## config.mk

```make
export PLATFORM = sky130hd
export DESIGN_NAME = router_out_reader
export DESIGN_NICKNAME = d
export VERILOG_FILES = /design/src/rtl/router_out_reader.sv
export SDC_FILE = /design/constraint.sdc
export NUM_CORES = 1
export LEC_CHECK = 0
export CORE_UTILIZATION = 25
export CTS_CLUSTER_DIAMETER = 80
export DETAILED_ROUTE_END_ITERATION = 8
export GPL_ROUTABILITY_DRIVEN = 0
export PLACE_DENSITY = 0.5
export SYNTH_ARGS = -nofsm -noshare
export SYNTH_HDL_FRONTEND = slang
export SYNTH_SLANG_ARGS = --single-unit
```

## constraint.sdc

```tcl
create_clock -name clock -period 5.5 [get_ports clock]
set_clock_uncertainty 0.05 [all_clocks]
set_input_delay 1.1 -clock clock [delete_from_list [all_inputs] [get_ports clock]]
set_output_delay 1.1 -clock clock [all_outputs]
set_load 0.02 [all_outputs]
```

## src/rtl/router_out_reader.sv

```systemverilog
// Reader-side consumer for one router output port: drains the FIFO, parses
// header/payload/parity, streams payload downstream and keeps statistics.
module router_out_reader #(
  parameter int unsigned PORT_ID   = 0,
  parameter int unsigned CNT_WIDTH = 16
) (
  input  logic                 clock,
  input  logic                 reset,
  input  logic                 vld_out,
  input  logic                 soft_reset,
  input  logic [7:0]           data_out,
  output logic                 read_enb,
  input  logic                 pkt_ready,
  output logic [7:0]           pkt_data,
  output logic                 pkt_valid,
  output logic                 pkt_sop,
  output logic                 pkt_eop,
  output logic [5:0]           pkt_len,
  output logic [1:0]           pkt_addr,
  output logic                 pkt_done,
  output logic                 parity_err,
  output logic                 addr_err,
  output logic                 pkt_abort,
  output logic [CNT_WIDTH-1:0] pkt_count,
  output logic [CNT_WIDTH-1:0] err_count
);

  localparam logic [1:0] PORT_ADDR = 2'(PORT_ID);

  typedef enum logic [1:0] {IDLE, HDR, BODY, DONE} state_t;

  state_t      state, state_next;
  logic        need_issue;
  logic        cap;        // a read was issued last cycle, data_out is valid now
  logic [6:0]  rem_issue;
  logic [6:0]  rem_cap;
  logic [7:0]  par_acc;
  logic        first;
  logic        perr_now, aerr_now;

  assign perr_now = (par_acc != data_out);
  assign aerr_now = (pkt_addr != PORT_ADDR);

  always_comb begin
    need_issue = 1'b0;
    state_next = state;
    case (state)
      IDLE:    need_issue = 1'b1;
      BODY:    need_issue = (rem_issue != '0);
      default: need_issue = 1'b0;
    endcase
    read_enb = vld_out & pkt_ready & ~soft_reset & need_issue & ~reset;
    case (state)
      IDLE:    if (read_enb) state_next = HDR;
      HDR:     if (cap) state_next = BODY;
      BODY:    if (cap && rem_cap == 7'd1) state_next = DONE;
      DONE:    state_next = IDLE;
      default: state_next = IDLE;
    endcase
    if (soft_reset && state != IDLE) state_next = IDLE;
  end

  always_ff @(posedge clock) begin
    if (reset) state <= IDLE;
    else       state <= state_next;
  end

  always_ff @(posedge clock) begin
    if (reset) begin
      cap        <= 1'b0;
      rem_issue  <= '0;
      rem_cap    <= '0;
      par_acc    <= '0;
      first      <= 1'b0;
      pkt_data   <= '0;
      pkt_valid  <= 1'b0;
      pkt_sop    <= 1'b0;
      pkt_eop    <= 1'b0;
      pkt_len    <= '0;
      pkt_addr   <= '0;
      pkt_done   <= 1'b0;
      parity_err <= 1'b0;
      addr_err   <= 1'b0;
      pkt_abort  <= 1'b0;
      pkt_count  <= '0;
      err_count  <= '0;
    end else begin
      cap        <= read_enb;
      pkt_valid  <= 1'b0;
      pkt_sop    <= 1'b0;
      pkt_eop    <= 1'b0;
      pkt_done   <= 1'b0;
      parity_err <= 1'b0;
      addr_err   <= 1'b0;
      pkt_abort  <= 1'b0;
      // A soft reset kills the packet; any capture landing this cycle is dropped.
      if (soft_reset && state != IDLE) begin
        pkt_abort <= 1'b1;
      end else begin
        case (state)
          HDR: begin
            if (cap) begin
              pkt_len   <= data_out[7:2];
              pkt_addr  <= data_out[1:0];
              par_acc   <= data_out;
              rem_issue <= {1'b0, data_out[7:2]} + 7'd1;
              rem_cap   <= {1'b0, data_out[7:2]} + 7'd1;
              first     <= 1'b1;
            end
          end
          BODY: begin
            if (read_enb) rem_issue <= rem_issue - 7'd1;
            if (cap) begin
              rem_cap <= rem_cap - 7'd1;
              if (rem_cap > 7'd1) begin
                par_acc   <= par_acc ^ data_out;
                pkt_data  <= data_out;
                pkt_valid <= 1'b1;
                pkt_sop   <= first;
                pkt_eop   <= (rem_cap == 7'd2);
                first     <= 1'b0;
              end else begin
                pkt_done   <= 1'b1;
                parity_err <= perr_now;
                addr_err   <= aerr_now;
                if (pkt_count != '1) pkt_count <= pkt_count + 1'b1;
                if ((perr_now || aerr_now) && err_count != '1)
                  err_count <= err_count + 1'b1;
              end
            end
          end
          default: ;
        endcase
      end
    end
  end

endmodule
```

# Word-level counts from Yosys, hierarchy flattened
# Cells that the tools add are included.
# word_totals
reg_bits	81
input_bits	13
output_inout_bits	56
word_cells	91
# op_classes
add_sub_neg	5
magnitude_cmp	1
eq_ne	14
muxes	21
bitwise_logic	11
reduce_logical	21
# op_table
operator	n
$add A16 B1 Y16 const B	2
$ne A16 B16 Y1 const B	2
$pmux W7 S2	2
$mux W8	3
$mux W7	3
$pmux W8 S2	1
$reduce_and A5 Y1	3
$sub A7 B1 Y7 const B	2
$ne A2 B2 Y1 const B	6
$reduce_and A4 Y1	3
$reduce_or A5 Y1	2
$ne A8 B8 Y1	1
$pmux W2 S4	1
$xor A8 B8 Y8	1
$add A6 B1 Y7 const B	1
$eq A7 B1 Y1 const B	1
$eq A7 B2 Y1 const B	1
$gt A7 B1 Y1 const B	1
$reduce_bool A7 Y1	1
$mux W1	6
$mux W2	3
$not A1 Y1	6
$reduce_and A3 Y1	2
$reduce_bool A2 Y1	3
other kinds (9)	16

# Logic depth before layout (Yosys ltp)
# Gate-level depths: netlist of the first run.
# depth
word_depth	6
ltp_mapped	10
ltp_nobuf	7

# Least setup slack after synthesis of the first run
# Ideal clock, no wire load.
# synth_path
kind	input -> register
startpoint	input data_out[2]
endpoint	register err_count[11]
setup_ps	121
t_arrival_ps	2787
slack_ps	2542
stages	7
path_buffers	2
cell_sequence	clkbuf_1 > xnor2_1 > nand4_1 > nor4_1 > clkbuf_1 > nor4_1 > mux2_2
# synth_between
elab_chain_len	4
# synth_lines
item	line_no	text
start: declaration	11	input logic [7:0] data_out,
$ne A8 B8 Y1	41	assign perr_now = (par_acc != data_out);
$logic_or A1 B1 Y1	127	if ((perr_now || aerr_now) && err_count != '1)
$logic_and A1 B1 Y1	127	
$reduce_and A5 Y1 (no source line)	n/a	
end signal: assignment	128	err_count <= err_count + 1'b1;
end: declaration	25	output logic [CNT_WIDTH-1:0] err_count
# Every way passes these cells.
# A chain may end at the register's enable or synchronous reset.

# Final worst setup path of the first run
# layout_path
startpoint	register rem_issue[0]
endpoint	output read_enb
# layout_between
elab_chain_len	4
# layout_lines
item	line_no	text
start: declaration	35	logic [6:0] rem_issue;
start signal: assignment	106	rem_issue <= {1'b0, data_out[7:2]} + 7'd1;
start signal: assignment	112	if (read_enb) rem_issue <= rem_issue - 7'd1;
$reduce_bool A7 Y1	49	BODY: need_issue = (rem_issue != '0);
$pmux W1 S2	47	case (state)
$and A1 B1 Y1 (2 in series)	52	read_enb = vld_out & pkt_ready & ~soft_reset & need_issue & ~reset;
end: declaration	12	output logic read_enb,
# Every way passes these cells.

==> summary.md, run 1 <==
| Metric | Value |
|---|---|
| Delay-heaviest family, CP | simple AND/OR/NAND/NOR gates |
| Iter 0 DRT Violations | approximately 280 |
| DR vias/cell | between 4 and 5 |
| Nets | a little over 600 |
| CTS tree | built |
| Final instance count without filler cells | 811 |
| Hold_sp | pkt_data[5] |
| Met2 Use GR | between 20% and 30% |
| Netlist cell types | 48 |
| CP endpoint kind | output port |
| Cell Count Post-Placement | 795 |
| Chip Height | about 130 µm |
| Crit-path max FO | 4 |
| Clock root buffer | clkbuf_16 |
| Max-cap violations | 0 |
| PwrDens | 370.6 mW/mm² |
| Highest clock rate | 0.2550 GHz |
| Wire length per cell | 14.86 µm |
| Hold Vio Cnt, Final | 0 |
| Number of I/O pins | 69 |
| Ant. Diodes | 0 |
| Setup bufs post-CTS | 0 |
| FF+latch count, synth | 81 |
| Placed inst area | 0.005066 mm² |
| Setup slack, reg-to-reg | 2.28 ns |
| Die width | between 100 and 150 µm |
| Bufs on Longest Clock Path | 2 |
| Synthesized instance count | ~530 |
| Critical path startpoint | rem_issue[0] |
| Hold endpoint | pkt_data[5] |
| Initial antenna violation count | 0 |
| Tot Pwr | between 2000 and 2500 µW |
| Adder-Cell Fraction of Synth Area | slightly below 3% |
| Yosys top cell by area | dfxtp_1 |
| R2R depth | 8 |
| Mux cell area share after synthesis | under 10% |
| Gr usage total | 14.31% |
| Synth Area in XOR/XNOR | 3.339% |
| Ys Warns | 0 |
| Final setup margin | ~1.6 ns |
| Synth cell count leaders | dfxtp_1 (81), nor2_1 (67), a21oi_1 (57) |
| Worst-Margin Slew | about 0.94 ns |
| GR Util met1 | 17.55% |
| Clk sinks | 81 |
| Routed Antenna Nets | 0 |
| Core Area | 0.01647 mm² |
| Max stage delay on crit path | ~0.66 ns |
| Initial core utilization | around a quarter |
| Routed wire length | approximately 12 mm |
| Post-synth EDFFs | 0 |
| Remaining Overflow, GRT | 0 |
| Post-synthesis compound-gate area fraction | approximately a fifth |
| Area grow syn2layout | 28.95% |
| GRT met3 Usage | under 10% |
| Port bufs | between 60 and 70 |
| Number of global-route vias before repair | between 3000 and 4000 |
| Via count | between 4000 and 5000 |
| Max VDD drop | 0.1641 mV |
| Synthesized cell area | approximately 0.0042 mm² |
| Worst skew pair latency | 0.34 ns |
| Fin Setup TNS | 0 ns |
| Min Clock Period, post-route | 3.921 ns |
| Synth Flop Type | dfxtp_1 |
| Most frequent cell after synthesis | dfxtp_1 |
| Final instance area | between 0.005 and 0.006 mm² |
| Hold buffers post-CTS | 0 |
| FFs w/ async S/R, synth | 0% |
| Worst EP required | 4.35 ns |
| Critical path type | flip-flop to output port |
| CP bufs+invs | 2 |
| Slowest CP cell | or4b_2 |
| Post-synthesis sequential area ratio | between 30% and 40% |
| Post-route clock period utilization | between 70% and 80% |
| Setup violators final | 0 |
| Hold WC Path Type | flip-flop to flip-flop |
| RSZ-0062 raised after global routing | false |
| Share of the synthesized area in the top cell type | around two fifths |
| Reg2Reg Capture Point | err_count[7] |
| Inserted Clock Buffers | 9 |
| CTS clock-pin slew for the worst setup and hold paths | approximately 0.06 ns |
| Main combinational cell family by area after synthesis | simple AND/OR/NAND/NOR gates |
| WP data arrival | roughly 2.8 ns |
| Dominant cells by area after synthesis | dfxtp_1 (39%), a21oi_1 (6.8%), nor2_1 (6.0%) |
| Detailed placement HPWL | 8.241 mm |
| Min-Delay Path Depth | 2 |
| Simple-gate share of the synthesized area | between 20% and 30% |
| GR peak layer | met2 |
| Reg-to-Reg Start | state[0] |
| Rows | 47 |
| Cell Chain, Critical Path | inv_1 -> ha_1 -> or4b_2 -> or3_1 -> a21oi_1 -> nor2_1 -> clkdlybuf4s50_1 |
| Syn_nets | roughly 560 |
| Die Area | 0.01731 mm² |
| Final-report max-slew violation count | 0 |
| First-pass GRT wire length | around 20 mm |
| H-tree depth reported by CTS | 3 |
| Leak pwr | ~0.0018 µW |
| Largest net degree at the start of global routing | 86 |
| Pre-CTS WS | roughly 1.6 ns |
| Share of layout cells above drive strength 1 | between 6 and 7% |
| Drt pass-1 iters | 4 |
| Critical Path Source Type | flip-flop |
| Avg Inst Size Synth | between 7 and 8 µm² |
| Post_cts resized | 0 |
| Slew HR | 37.20% |
| Drt drc | 0 |
| Status | finished, final reports clean |
-- worst max path at each step --
stage                     to  slack [ns]  cells past startpoint
5_1_grt             read_enb        1.46                      7
4_1_cts             read_enb        1.56                      7
3_5_place_dp    err_count[7]        1.57                      6
6_report            read_enb        1.58                      7
2_1_floorplan  err_count[11]        2.54                      7
3_3_place_gp        read_enb        1.66                      4
-- registers in the layout, indices dropped and copies added (netlist names), 2 cells and up --
| name | cells |
|---|---|
| err_count | 16 |
| pkt_count | 16 |
| par_acc | 8 |
| pkt_data | 8 |
| rem_cap | 7 |
| rem_issue | 7 |
| pkt_len | 6 |
| pkt_addr | 2 |
| state | 2 |
-- layout by cell type (no fill, tap or decap), types with 4 or more instances in the layout --
cell / n
clkdlybuf4s50_1: 67
clkbuf_16: 9
xnor2_1: 12
or3_1: 15
nand3_1: 17
mux2_2: 8
nor2_1: 67
nor2b_1: 9
o31ai_1: 16
or4_1: 11
xor2_1: 4
mux2i_1: 11
nor3_1: 15
nand4_1: 15
inv_1: 22
a21oi_1: 57
nand2_1: 38
ha_1: 10
o21ai_0: 40
buf_4: 6
dfxtp_1: 81
nor4_1: 7
-- layout make-up --
| cell class | count | area, µm² |
|---|---|---|
| sequential | 81 | 1622 |
| timing repair buffer | 74 | 720.7 |
| multi-input combinational | 398 | 2366 |
| tap | 220 | 275.3 |
| clock inverter | 5 | 102.6 |
| inverter | 22 | 82.58 |
| fill | 1757 | 11050 |
| clock buffer | 11 | 242.7 |
-- through the flow --
step	utilization, %	hold slack (ns)
final	32.86	0.4058
after global placement	30.77	0.3963
after global routing	32.86	0.4409
after CTS	32.86	0.4107
after floorplan	-	0.3807
after detailed placement	30.77	0.3997
-- metal layers --
metal / share of wire, % / up-vias
met1: 45 / 1908
met5: 0 / -
met3: 4.2 / 21
met2: 48 / 99
li1: - / 2018
met4: 3.0 / 0
-- logic make-up after synthesis --
logic type / after synthesis
buf+inv: 55
compound gates: 139
fa+ha+maj: 10
flops: 81
simple gates: 214
mux: 19
xor+xnor: 16
-- tightest hold or removal path: cells and delay by family (launching register included) --
family	cells	cell delay, ns
AOI/OAI and AO/OA	1	0.05
DFF	1	0.31
and+or+nand+nor	1	0.05
-- report_power, final --
| part | switching (µW) | leakage [µW] | internal [µW] | total, µW |
|---|---|---|---|---|
| logic | 382 | 0.000952 | 234 | 616 |
| clock network | 248 | 0.000166 | 455 | 703 |
| registers | 48.0 | 0.000654 | 638 | 686 |
| total | 677 | 0.00177 | 1330 | 2010 |
No activity file was read; power rests on OpenSTA's default activity.
==> run 2, diff against run 1 <==
PLACE_DENSITY = 0.51   (was 0.5)
clock period = 3.44 ns   (was 5.5 ns; I/O delays follow)
==> run 2 against run 1 <==
  * Via count rose by 1.4%
  * Design area rose by 0.67%
  * Register-to-register slack got worse by 1.7 ns
  * Utilization rose by 0.22 points
  * Largest cell class unchanged
  * Non-clock buffer count rose by 11
  * Critical endpoint unchanged
==> summary.md, run 2 (synthesis gave the netlist of run 1 again) <==
| Metric | Value |
|---|---|
| Setup violators final | 0 (unchanged) |
| Routed Antenna Nets | 0 (unchanged) |
| Rows | 47 (unchanged) |
| Hold buffers post-CTS | 0 (unchanged) |
| Clock root buffer | clkbuf_16 |
| Largest net degree at the start of global routing | 86 (unchanged) |
| Hold WS | 0.4122 ns (+0.006405 ns) |
| Drt pass-1 iters | 4 (unchanged) |
| Initial core utilization | 25.49% (unchanged) |
| Post-route clock period utilization | 94.74% |
| Bufs on Longest Clock Path | 2 (unchanged) |
| Die width | 131.6 µm (unchanged) |
| Commonest non-fill, non-tap cell in the layout | dfxtp_1 |
| Chip Height | 131.6 µm (unchanged) |
| Slew HR | 36.64% (-0.56 points) |
| Ant. Diodes | 0 (unchanged) |
| Routed wire length | 12.20 mm (+1.2%) |
| Net Sw Power | 1134 µW (+67%) |
| Critical Path Source Type | flip-flop |
| Crit-path max FO | 4 (unchanged) |
| Gr usage total | 14.17% (-0.14 points) |
| Final-report max-slew violation count | 0 (unchanged) |
| Switching share of power | 36.23% (+2.4 points) |
| Hold Vio Cnt, Final | 0 (unchanged) |
| P_int | 1995 µW (+50%) |
| Slowest CP cell | or4b_2 |
| Number of global-route vias before repair | 3815 (-3.2%) |
| CTS tree | built |
| Clk sinks | 81 (unchanged) |
| DR vias/cell | 4.991 (about the same) |
| Most frequent cells in the layout | dfxtp_1 (81), nor2_1 (67), clkdlybuf4s50_1 (66) |
| WP data arrival | 2.52 ns (-0.25 ns) |
| Clk pwr share | 31.3% (-3.8 points) |
| CTS clock-pin slew for the worst setup and hold paths | 0.07 ns (about the same) |
| Utilization after layout | 33.09% (+0.22 points) |
| Met2 Use GR | 24.57% (+1.0 points) |
| Fillcell total | 1752 (-0.28%) |
| H-tree depth reported by CTS | 3 (unchanged) |
| Gate power share | 33.6% (+2.9 points) |
| First-pass GRT wire length | 19.82 mm (+0.24%) |
| Area grow syn2layout | 29.82% |
| Hold WC Path Type | flip-flop to flip-flop |
| GR Util met1 | 17.71% (+0.16 points) |
| Sequential Power Share | 35.1% (+0.9 points) |
| Top Registers | err_count x16, pkt_count x16 |
| Min Clock Period, post-route | approximately 3.3 ns |
| Nets | 620 (+1.8%) |
| Worst skew pair latency | 0.34 ns (about the same) |
| RSZ-0062 raised after global routing | false |
| GRT met3 Usage | 2.546% (+0.15 points) |
| Die Area | 0.01731 mm² (unchanged) |
| Detailed placement HPWL | 8.504 mm (+3.2%) |
| Status | finished, final reports clean |
| Remaining Overflow, GRT | 0 (unchanged) |
| Setup bufs post-CTS | 0 (unchanged) |
| Post_cts resized | 1 (+1) |
| Core Area | 0.01647 mm² (unchanged) |
| Cell Chain, Critical Path | inv_1 -> ha_1 -> or4b_2 -> or3_1 -> a21oi_1 -> nor2_1 -> dlygate4sd2_1 |
| Via count | 4103 (+1.4%) |
| Fin Setup TNS | 0 ns (unchanged) |
| Max stage delay on crit path | 0.65 ns (about the same) |
| Worst-Margin Slew | 0.9505 ns (+0.008417 ns) |
| PwrDens | 574.3 mW/mm² (+55%) |
| Iter 0 DRT Violations | 243 (-12%) |
| Drt drc | 0 (unchanged) |
| Number of I/O pins | 69 (unchanged) |
| Wire length per cell | 14.84 µm (-0.17%) |
| Inserted Clock Buffers | 9 (unchanged) |
| Max-cap violations | 0 (unchanged) |
| GR peak layer | met2 |
| Critical path type | flip-flop to output port |
| CP endpoint kind | output port |
| Worst EP required | 2.70 ns (-1.65 ns) |
| Leak pwr | 0.001812 µW (+2.3%) |
| Highest clock rate | roughly 0.31 GHz |
| Max VDD drop | 0.2502 mV (+52%) |
| Port bufs | 68 (unchanged) |
| Initial antenna violation count | 0 (unchanged) |
| Share of layout cells above drive strength 1 | 8.306% (+1.9 points) |
-- run 2: cell types whose count changed in the layout (fill, tap and decap cells not counted), sizes merged, moves of 2 or more --
cell	change
clkbuf	-2
bufinv	-2
inv	+4
buf	+11
-- run 2: final cells by class --
type | instances | area (µm²) | share of cell area (%)
inverter | 22 | 82.58 | 1.516
sequential | 81 | 1622 | 29.77
clock buffer | 9 | 225.2 | 4.134
tap | 220 | 275.3 | 5.053
timing repair buffer | 85 | 802.0 | 14.72
clock inverter | 7 | 75.07 | 1.378
multi-input combinational | 398 | 2366 | 43.43
-- run 2: per-layer routing --
| metal | routed length [µm] | part of all wire, % |
|---|---|---|
| met5 | 0 | 0 |
| met4 | 120 | 0.98 |
| met3 | 513 | 4.2 |
| met2 | 5953 | 49 |
| met1 | 5607 | 46 |
-- run 2: per-stage QoR --
step	setup WS, ns	instance area (µm²)	total power (µW)	cells
5_1_grt	0.02158	5448	3337	822
3_5_place_dp	0.3199	5149	2159	806
2_1_floorplan	0.8489	4197	1849	534
4_1_cts	0.1594	5448	3148	822
6_report	0.1809	5448	3129	822
3_3_place_gp	0.3435	5149	2131	806
-- run 2: critical path: cells and delay by family (launching register included) --
family,cells,cell delay (ns)
simple gates,3,1.08
buf+inv,2,0.41
flops,1,0.32
fa+ha+maj,1,0.20
compound gates,1,0.20
-- run 2: worst paths after layout --
path | from | end | slack (ns) | cells past startpoint
max reg2reg | rem_cap[2] | pkt_count[15] | 0.62 | 5
min | pkt_data[0] | pkt_data[0] | 0.41 | 2
max | rem_issue[0] | read_enb | 0.18 | 7
min reg2reg | pkt_data[0] | pkt_data[0] | 0.41 | 2
-- run 2: power by group through the flow --
| stage | Sequential, µW | Combinational [µW] | Clock [µW] |
|---|---|---|---|
| 2_1_floorplan | 1100 | 747 | 0 |
| 3_3_place_gp | 1110 | 1020 | 0 |
| 3_5_place_dp | 1120 | 1040 | 0 |
| 4_1_cts | 1100 | 1050 | 1010 |
| 5_1_grt | 1110 | 1170 | 1050 |
| 6_report | 1100 | 1050 | 979 |
==> run 3, diff against run 2 <==
CAP_MARGIN = 20   (was unset)
CTS_BUF_LIST = sky130_fd_sc_hd__clkbuf_2   (was unset)
GPL_TIMING_DRIVEN = 0   (was unset)
==> run 3 against run 2 <==
  * Hold slack worse by 0.046 ns
  * Sequential cell count unchanged
  * Via count up 2.5%
  * Global-route usage up 1.5 points
  * Utilization down 1.0 points
  * Sequential share of layout area up 0.97 points
  * Highest routed layer unchanged
==> summary.md, run 3 (synthesis gave the netlist of run 1 again) <==
| Metric | Value |
|---|---|
| Die width | 131.6 µm (unchanged) |
| Routed wire length | 13.22 mm (+8.4%) |
| Detailed placement HPWL | 9.491 mm (+12%) |
| Top Registers | err_count x16, pkt_count x16 |
| Gr usage total | 15.63% (+1.5 points) |
| Highest clock rate | 0.3089 GHz (+0.66%) |
| Ant. Diodes | 0 (unchanged) |
| Pre-CTS WS | -0.4385 ns (-0.7584 ns) |
| DR vias/cell | 5.030 (+0.77%) |
| Worst-Margin Slew | 0.8689 ns (-0.08160 ns) |
| Final setup margin | 0.2023 ns (+0.02144 ns) |
| CP endpoint kind | output port |
| Share of layout cells above drive strength 1 | 6.818% (-1.5 points) |
| H-tree depth reported by CTS | 3 (unchanged) |
| Hold buffers post-CTS | 0 (unchanged) |
| Nets | 634 (+2.3%) |
| Drt pass-1 iters | 5 (+1) |
| Number of I/O pins | 69 (unchanged) |
| Cell Count Post-Placement | 819 (+1.6%) |
| Slew HR | 41.59% (+5.0 points) |
| PwrDens | 511.5 mW/mm² (-11%) |
| Clk sinks | 81 (unchanged) |
| Wire length per cell | 15.81 µm (+6.6%) |
| Remaining Overflow, GRT | 0 (unchanged) |
| Commonest non-fill, non-tap cell in the layout | dfxtp_1 |
| Final-report max-slew violation count | 0 (unchanged) |
| Port bufs | 65 (-4.4%) |
| Via count | 4205 (+2.5%) |
| Hold WC Path Type | primary input to flip-flop |
| Iter 0 DRT Violations | 216 (-11%) |
| Bufs on Longest Clock Path | 2 (unchanged) |
| Fillcell total | 1774 (+1.3%) |
| Max-cap violations | 0 (unchanged) |
| Initial antenna violation count | 0 (unchanged) |
| Die Area | 0.01731 mm² (unchanged) |
| Crit-path max FO | 4 (unchanged) |
| Setup violators final | 0 (unchanged) |
| RSZ-0062 raised after global routing | false |
| Min Clock Period, post-route | 3.238 ns (-0.02144 ns) |
| Post-route clock period utilization | 94.12% (-0.62 points) |
| Number of global-route vias before repair | 3961 (+3.8%) |
| Worst skew pair latency | 0.61 ns (+0.27 ns) |
| Leak pwr | 0.001697 µW (-6.4%) |
| Chip Height | 131.6 µm (unchanged) |
| Critical path type | flip-flop to output port |
| Initial core utilization | 25.49% (unchanged) |
| Critical Path Source Type | flip-flop |
| CTS tree | built |
| Inserted Clock Buffers | 9 (unchanged) |
| CTS clock-pin slew for the worst setup and hold paths | 0.25 ns (+0.18 ns) |
| Max VDD drop | 0.2146 mV (-14%) |
| Drt drc | 0 (unchanged) |
| Final instance count without filler cells | 836 (+1.7%) |
| Hold Vio Cnt, Final | 0 (unchanged) |
| Largest net degree at the start of global routing | 15 (-83%) |
| Core Area | 0.01647 mm² (unchanged) |
| Worst EP required | 2.70 ns (about the same) |
| Routed Antenna Nets | 0 (unchanged) |
| Status | finished, final reports clean |
| Setup slack, reg-to-reg | 0.30 ns (-0.32 ns) |
| Area grow syn2layout | 25.82% |
| Clock root buffer | clkbuf_2 |
| WP data arrival | 2.50 ns (-0.02 ns) |
| First-pass GRT wire length | 21.37 mm (+7.8%) |
| Most frequent cells in the layout | dfxtp_1 (80), nor2_1 (67), clkdlybuf4s50_1 (64) |
| Rows | 47 (unchanged) |
run 3: cell count changes in the layout (fill, tap and decap cells not counted), moves of 2 or more:
cell             change
buf_1                +2
buf_4               -16
clkbuf_1            +28
clkbuf_16            -9
clkbuf_2            +11
clkdlybuf4s50_1      -2
clkinv_4             +3
inv_6                -4
run 3: repair_timing:
action | 4_1_cts | 5_1_grt
gates resized for setup | 7 | 5
endpoints found under the setup margin | 2 | 1
cloned | 0 | 0
buffers inserted | 0 | 1
pin swaps | 0 | 1
run 3: final timing paths:
check,depth (start not counted),endpoint,from
min reg2reg,2,pkt_data[5],pkt_data[5]
max reg2reg,9,err_count[13],rem_cap[1]
min,3,pkt_data[7],data_out[7]
max,7,read_enb,rem_issue[0]
run 3: cell type report:
type                    count  area (µm²)  area share (%)
clock buffers              10       50.05          0.9479
multi-input cells         398        2394           45.33
flip-flops and latches     81        1623           30.73
inverters                  22       82.58           1.564
clock inverters             6       68.82           1.303
repair buffers             66       653.1           12.37
plain buffers              33       133.9           2.536
well taps                 220       275.3           5.213
run 3: through the flow:
step           area (µm²)  hold slack [ns]  utilization (%)  total power [µW]  setup TNS [ns]
6_report             5280           0.3666            32.07              2701               0
5_1_grt              5280           0.3067            32.07              2887               0
4_1_cts              5263           0.2981            31.96              2700               0
3_5_place_dp         5129           0.4052            31.15              2127          -5.098
3_3_place_gp         5122           0.3966            31.11              2109          -11.29
2_1_floorplan        4197           0.3807                -              1849               0
run 3: worst max-delay path, stage by stage (launching register included):
cell and delay (ns):
dfxtp_2 0.38, inv_1 0.09, ha_2 0.20, or4b_4 0.49, or3_4 0.37, a21oi_4 0.15, nor2_1 0.05, buf_2 0.16
run 3: metal layers:
metal,global-route usage (%),vias to the layer above,share of wire [%]
met4,6.783,0,2.2
met2,25.93,134,48
met3,2.315,22,4.3
met5,0,-,0
li1,-,2068,-
met1,20.03,1981,45
run 3: power breakdown:
group | leakage [µW] | internal (µW) | total [µW] | switching [µW]
clock network | 0.0000721 | 173 | 541 | 368
logic | 0.000971 | 387 | 1060 | 673
registers | 0.000654 | 1020 | 1100 | 77.5
